### config.mk
export PLATFORM = sky130hd
export DESIGN_NAME = mult_div_unit
export DESIGN_NICKNAME = d
export VERILOG_FILES = /design/src/rtl/mult_div_pkg.sv /design/src/rtl/mult_div_unit_booth_step.sv /design/src/rtl/mult_div_unit.sv
export SDC_FILE = /design/constraint.sdc
export NUM_CORES = 1
export LEC_CHECK = 0
export CAP_MARGIN = 20
export CORE_MARGIN = 2
export CORE_UTILIZATION = 54
export CTS_CLUSTER_DIAMETER = 40
export DETAILED_ROUTE_END_ITERATION = 10
export HOLD_SLACK_MARGIN = 0.12
export PLACE_DENSITY = 0.75
export SLEW_MARGIN = 20
export SYNTH_ARGS = -nofsm -noshare
export SYNTH_HDL_FRONTEND = slang
export SYNTH_SLANG_ARGS = --single-unit
### constraint.sdc
create_clock -name clk -period 10.7 [get_ports clk]
set_input_delay 3.21 -clock clk [delete_from_list [all_inputs] [get_ports clk]]
set_output_delay 3.21 -clock clk [all_outputs]
set_load 0.01 [all_outputs]
### src/rtl/mult_div_pkg.sv
// -----------------------------------------------------------------------------
// mult_div_pkg
// Shared definitions for the sequential multiply/divide unit.
//   - MD_WIDTH / MD_ITER : default operand width and iteration count
//   - md_state_e         : control FSM states
//   - RES_*              : result-select codes, shared with the HI/LO register block
// -----------------------------------------------------------------------------
package mult_div_pkg;

    localparam int MD_WIDTH = 32;
    localparam int MD_ITER  = MD_WIDTH;

    typedef enum logic [2:0] {
        IDLE = 3'd0,
        MULT = 3'd1,
        DIV  = 3'd2,
        FIX  = 3'd3,
        DONE = 3'd4
    } md_state_e;

    localparam logic [1:0] RES_NONE = 2'd0;
    localparam logic [1:0] RES_MULT = 2'd1;
    localparam logic [1:0] RES_DIV  = 2'd2;

endpackage

### src/rtl/mult_div_unit_booth_step.sv
// -----------------------------------------------------------------------------
// booth_step
// One combinational radix-2 Booth step on {acc, q, q_-1}: add, subtract or
// keep the multiplicand, then arithmetic shift right by one.
// The accumulator carries one guard bit so that subtracting the most
// negative multiplicand cannot overflow.
// Ports:
//   acc_i  [WIDTH:0]   accumulator (with guard bit)
//   q_i    [WIDTH-1:0] multiplier / low product bits
//   qm1_i              Booth history bit q_-1
//   m_i    [WIDTH-1:0] multiplicand
//   acc_o, q_o, qm1_o  register values after the step
// -----------------------------------------------------------------------------
module booth_step #(
    parameter int WIDTH = 32
) (
    input  logic [WIDTH:0]   acc_i,
    input  logic [WIDTH-1:0] q_i,
    input  logic             qm1_i,
    input  logic [WIDTH-1:0] m_i,
    output logic [WIDTH:0]   acc_o,
    output logic [WIDTH-1:0] q_o,
    output logic             qm1_o
);

    logic [WIDTH:0] m_ext;
    logic [WIDTH:0] sum;

    assign m_ext = {m_i[WIDTH-1], m_i};

    always_comb begin
        sum = acc_i;
        case ({q_i[0], qm1_i})
            2'b01:   sum = acc_i + m_ext;
            2'b10:   sum = acc_i - m_ext;
            default: sum = acc_i;
        endcase
    end

    // Arithmetic shift right of the whole {acc, q, q_-1} register.
    assign {acc_o, q_o, qm1_o} = {sum[WIDTH], sum, q_i};

endmodule

### src/rtl/mult_div_unit.sv
// -----------------------------------------------------------------------------
// mult_div_unit
// Sequential signed multiply/divide for the multicycle MIPS datapath.
// MULT: radix-2 Booth, one step per cycle. DIV: restoring division on operand
// magnitudes, one quotient bit per cycle, followed by a sign-fix cycle.
// Fixed latency of 34 cycles from the start edge; done pulses for one cycle
// with the new HI/LO.
//
// Optional feature macro: MULT_DIV_ZERO_EXC_EN
//   defined   : divide by zero completes one cycle after start with done and
//               div_zero high, HI/LO untouched.
//   undefined : div_zero tied low; divide by zero runs the full sequence and
//               yields hi = src_a, lo = all ones.
//
// Ports:
//   clk         system clock, rising edge
//   reset       asynchronous active-low reset
//   mult_start  one-cycle pulse, start signed multiply (wins over div_start)
//   div_start   one-cycle pulse, start signed divide
//   src_a       multiplicand / dividend
//   src_b       multiplier / divisor
//   hi_out      product high word / remainder
//   lo_out      product low word / quotient
//   busy        operation in flight
//   done        one-cycle completion pulse
//   div_zero    divide-by-zero flag (optional feature)
//
// State | meaning
// IDLE  | waiting for a start pulse
// MULT  | Booth step per cycle, ITER cycles
// DIV   | restoring quotient bit per cycle, ITER cycles
// FIX   | apply quotient/remainder signs (no-op for multiply)
// DONE  | publish HI/LO and raise done on the next edge
// -----------------------------------------------------------------------------
module mult_div_unit
    import mult_div_pkg::*;
#(
    parameter int WIDTH = MD_WIDTH,
    parameter int ITER  = WIDTH
) (
    input  logic             clk,
    input  logic             reset,
    input  logic             mult_start,
    input  logic             div_start,
    input  logic [WIDTH-1:0] src_a,
    input  logic [WIDTH-1:0] src_b,
    output logic [WIDTH-1:0] hi_out,
    output logic [WIDTH-1:0] lo_out,
    output logic             busy,
    output logic             done,
    output logic             div_zero
);

    localparam int CNT_W = $clog2(ITER + 1);

    md_state_e        state_q, state_d;
    logic [CNT_W-1:0] cnt_q;
    logic [1:0]       op_q;
    logic [WIDTH:0]   acc_q;      // Booth accumulator / division remainder
    logic [WIDTH-1:0] q_q;        // multiplier / quotient being built
    logic             qm1_q;
    logic [WIDTH-1:0] m_q;        // multiplicand / divisor magnitude
    logic             neg_quo_q;
    logic             neg_rem_q;
    logic [WIDTH-1:0] hi_q, lo_q;
    logic             done_q;
    logic             busy_c;

    logic [WIDTH:0]   booth_acc;
    logic [WIDTH-1:0] booth_q;
    logic             booth_qm1;

    logic [WIDTH:0]   div_shift;
    logic [WIDTH+1:0] div_diff;
    logic             div_ok;

`ifdef MULT_DIV_ZERO_EXC_EN
    logic             dz_q;
    logic             div_zero_q;
`endif

    booth_step #(.WIDTH(WIDTH)) u_booth (
        .acc_i (acc_q),
        .q_i   (q_q),
        .qm1_i (qm1_q),
        .m_i   (m_q),
        .acc_o (booth_acc),
        .q_o   (booth_q),
        .qm1_o (booth_qm1)
    );

    // Restoring step: shift the next dividend bit into the remainder and
    // keep the difference only when it does not go negative.
    assign div_shift = {acc_q[WIDTH-1:0], q_q[WIDTH-1]};
    assign div_diff  = {1'b0, div_shift} - {2'b00, m_q};
    assign div_ok    = ~div_diff[WIDTH+1];

    // ---------------- state register ----------------
    always_ff @(posedge clk or negedge reset) begin
        if (!reset) state_q <= IDLE;
        else        state_q <= state_d;
    end

    // ---------------- next-state logic ----------------
    always_comb begin
        state_d = state_q;
        case (state_q)
            IDLE: begin
                if (mult_start) begin
                    state_d = MULT;
                end else if (div_start) begin
`ifdef MULT_DIV_ZERO_EXC_EN
                    state_d = (src_b == '0) ? DONE : DIV;
`else
                    state_d = DIV;
`endif
                end
            end
            MULT, DIV: if (cnt_q == '0) state_d = FIX;
            FIX:       state_d = DONE;
            DONE:      state_d = IDLE;
            default:   state_d = IDLE;
        endcase
    end

    // ---------------- output logic ----------------
    always_comb begin
        busy_c = (state_q != IDLE);
    end

    assign busy   = busy_c;
    assign done   = done_q;
    assign hi_out = hi_q;
    assign lo_out = lo_q;
`ifdef MULT_DIV_ZERO_EXC_EN
    assign div_zero = div_zero_q;
`else
    assign div_zero = 1'b0;
`endif

    // ---------------- datapath ----------------
    always_ff @(posedge clk or negedge reset) begin
        if (!reset) begin
            cnt_q      <= '0;
            op_q       <= RES_NONE;
            acc_q      <= '0;
            q_q        <= '0;
            qm1_q      <= 1'b0;
            m_q        <= '0;
            neg_quo_q  <= 1'b0;
            neg_rem_q  <= 1'b0;
            hi_q       <= '0;
            lo_q       <= '0;
            done_q     <= 1'b0;
`ifdef MULT_DIV_ZERO_EXC_EN
            dz_q       <= 1'b0;
            div_zero_q <= 1'b0;
`endif
        end else begin
            done_q <= 1'b0;
`ifdef MULT_DIV_ZERO_EXC_EN
            div_zero_q <= 1'b0;
`endif
            case (state_q)
                IDLE: begin
                    if (mult_start) begin
                        op_q  <= RES_MULT;
                        cnt_q <= CNT_W'(ITER - 1);
                        acc_q <= '0;
                        q_q   <= src_b;
                        qm1_q <= 1'b0;
                        m_q   <= src_a;
`ifdef MULT_DIV_ZERO_EXC_EN
                        dz_q  <= 1'b0;
`endif
                    end else if (div_start) begin
                        op_q      <= RES_DIV;
                        cnt_q     <= CNT_W'(ITER - 1);
                        acc_q     <= '0;
                        q_q       <= src_a[WIDTH-1] ? -src_a : src_a;
                        qm1_q     <= 1'b0;
                        m_q       <= src_b[WIDTH-1] ? -src_b : src_b;
                        // A zero divisor leaves the all-ones quotient unsigned.
                        neg_quo_q <= (src_a[WIDTH-1] ^ src_b[WIDTH-1]) && (src_b != '0);
                        neg_rem_q <= src_a[WIDTH-1];
`ifdef MULT_DIV_ZERO_EXC_EN
                        dz_q      <= (src_b == '0);
`endif
                    end
                end
                MULT: begin
                    acc_q <= booth_acc;
                    q_q   <= booth_q;
                    qm1_q <= booth_qm1;
                    cnt_q <= cnt_q - 1'b1;
                end
                DIV: begin
                    acc_q <= div_ok ? div_diff[WIDTH:0] : div_shift;
                    q_q   <= {q_q[WIDTH-2:0], div_ok};
                    cnt_q <= cnt_q - 1'b1;
                end
                FIX: begin
                    if (op_q == RES_DIV) begin
                        q_q   <= neg_quo_q ? -q_q : q_q;
                        acc_q <= {1'b0, (neg_rem_q ? -acc_q[WIDTH-1:0] : acc_q[WIDTH-1:0])};
                    end
                end
                DONE: begin
                    done_q <= 1'b1;
`ifdef MULT_DIV_ZERO_EXC_EN
                    div_zero_q <= dz_q;
                    if (!dz_q) begin
                        hi_q <= acc_q[WIDTH-1:0];
                        lo_q <= q_q;
                    end
`else
                    hi_q <= acc_q[WIDTH-1:0];
                    lo_q <= q_q;
`endif
                end
                default: ;
            endcase
        end
    end

endmodule

==> results.cfg <==
[logic_synthesis]
synthTopCellsByArea = dfrtp_1, ha_1, o21ai_0
syn_nets = 2094
ys_ff_latch = 176
synth-edff-count = 0
ys.flop_type = dfrtp_1
syn_avg_cell_area_um2 = 7.99
synth_area_um2 = 15600
yosysSeqAreaShare_pct = 28.2
yosysTopAreaCell = dfrtp_1
yosysTopAreaCellShare_pct = 28.2
syn_inst = 1952
synth_cell_types = 78
synth-async-reset-ratio_pct = 100
ys_warn_count = 0

[placement]
dpl_cell_area_um2 = 17100
io_buffers = 133
place_ws_ns = 4.23
hpwl_um = 38600
globalplace.congestion = 0.980

[run]
maxCapViolCount = 0

[global_route]
antenna_found_initial = 0
grt_overflow = 0
grt_usage_pct = 35.1
grt_pass1_vias = 15100
grt_max_degree = 108
grt_first_pass_wirelength_um = 84400

[routing]
drc = 0
drt_first_pass_iters = 6
vias_per_cell = 6.70
drt_iter0_drc = 1756
vias = 16000
avgRoutedWirePerCell_um = 22.5
routed_wl_um = 53600
drtAntennaViolNets = 0

[critical_path]
critPathRequiredTime_ns = 11.02
cp-start-kind = input port
worstPathArrival_ns = 6.43
cp-end-kind = register
crit_path_max_fanout = 6
criticalPathCategory = in -> reg
reg2reg_slack_ns = 5.73

[clocking]
cts_tree = yes
cts_buffer_depth = 2
htreeDepth = 4
cts_resized = 0
root_buffer = clkbuf_16
clk-insertion-delay-late_ns = 0.45
hold_buffers = 0
cts_num_sinks = 176
clk_pin_slew_ns = 0.08
post-cts-setup-buffers = 0
numCtsBuffers = 17

[power]
vdd_drop_max_mv = 0.156
p_leak_nw = 7.30
power_density_nw_per_um2 = 396

[finish]
drive_gt1_share_pct = 7.83
final_common_cell = dfrtp_1
mostFrequentLayoutCells = dfrtp_1, o21ai_0, nand2_1
antenna-diode-count = 0
post-route-cell-area_um2 = 17700
nNetsFinal = 2133
area_delta_synth_final_pct = 13.5

[sta]
slew_viol_final = 0
rsz0062_at_grt = false
finalSetupViolations = 0
fin_skew_ns = 0.0154
tns_ns = 0
post-route-period-util_pct = 57.1
fmax_ghz = 0.164
relSlewSlack_pct = 26.6
worst_slack_ns = 4.59
worstMarginPinSlew_ns = 1.10
hold_violations = 0
post-route-min-period_ns = 6.11

[min_path]
hp-class = reg -> reg

[die]
start_util_pct = 54.6
die_w_um = 174
io_pins = 135
core_um2 = 28500
num_rows = 62
die_area_um2 = 30300
die_h_um = 174

[outcome]
status = complete, no violations
logic make-up after synthesis:
kind of cell / share of synthesized area (%)
AO/OA/AOI/OAI: 27.6
XOR/XNOR: 8.09
adder cells (fa/ha/maj): 6.03
buffers and inverters: 5.01
flip-flops: 28.2
multiplexers: 6.95
other: 0.0240
AND/OR/NAND/NOR: 18.1
per-layer routing:
layer,global-route usage [%],wire (um)
met3,6.21,5170
met4,16.5,2420
met5,0,0
met2,55.3,24200
met1,47.1,21800
Yosys cell counts, drive strengths merged, types with 5 or more instances:
master     n
dfrtp    176
o21ai    172
nand2    164
nor2     159
a21oi    157
clkbuf   116
xnor2     79
mux2      75
ha        72
inv       71
xor2      65
nor3      60
nand3     58
o22ai     49
a21o      34
nor4      29
a31oi     27
mux2i     24
o31ai     24
or3       23
a22oi     22
o211ai    19
a221oi    18
buf       17
nand2b    17
and3      16
o21a      16
o41ai     15
o221ai    13
a211oi    12
a222oi    12
a221o     11
nand4     10
a22o       9
and2       9
nor3b      9
o21bai     9
or4        9
nor2b      7
a211o      6
a32oi      5
a41oi      5
o2111ai    5
stage by stage:
| step | std cells | total power, mW | utilization, % | hold WS (ns) |
|---|---|---|---|---|
| floorplan | 1952 | 4.83 | - | 0.447 |
| global placement | 2356 | 6.12 | 59.9 | 0.465 |
| detailed placement | 2356 | 6.22 | 59.9 | 0.472 |
| CTS | 2388 | 6.91 | 62.1 | 0.490 |
| global route | 2388 | 7.55 | 62.0 | 0.522 |
| finish | 2388 | 7.01 | 62.0 | 0.481 |
path summary, 6_finish.rpt:
kind	start	to	cells after the start
worst max register to register	m_q[0]	acc_q[31]	16
worst max-delay path	src_b[10]	m_q[26]	9
worst min register to register	op_q[0]	op_q[0]	2
worst min-delay path	op_q[0]	op_q[0]	2
min in group asynchronous	reset	acc_q[8]	1
max in group asynchronous	reset	acc_q[0]	2
worst max-delay path, cell delays in order:
cell	delay [ns]
clkdlybuf4s50_1	0.49
or4_1	0.58
or2_2	0.30
nor4_1	0.69
nand3_1	0.33
o41ai_1	0.44
xnor2_1	0.10
a22oi_1	0.17
o22ai_1	0.10
registers in the layout (all words and copies together), names as in the netlist:
name       flops
acc_q         33
cnt_q          6
done           1
hi_out        32
lo_out        32
m_q           32
neg_quo_q      1
neg_rem_q      1
op_q           2
q_q           32
qm1_q          1
state_q        3
area by class of cell:
cell class	instances	area, um2
Clock buffer	17	425
Clock inverter	15	190
Fill cell	2592	10800
Inverter	72	270
Multi-Input combinational cell	1571	10500
Sequential cell	176	4400
Tap cell	384	480
Timing Repair Buffer	153	1480
power breakdown:
| group | internal [mW] | leakage [nW] | total, mW | switching, mW |
|---|---|---|---|---|
| Sequential | 0.964 | 2.20 | 1.45 | 0.490 |
| Combinational | 2.01 | 4.80 | 4.90 | 2.89 |
| Clock | 0.320 | 0.294 | 0.662 | 0.342 |
| Total | 3.29 | 7.30 | 7.01 | 3.72 |
Power figures use the tool's default switching activity.
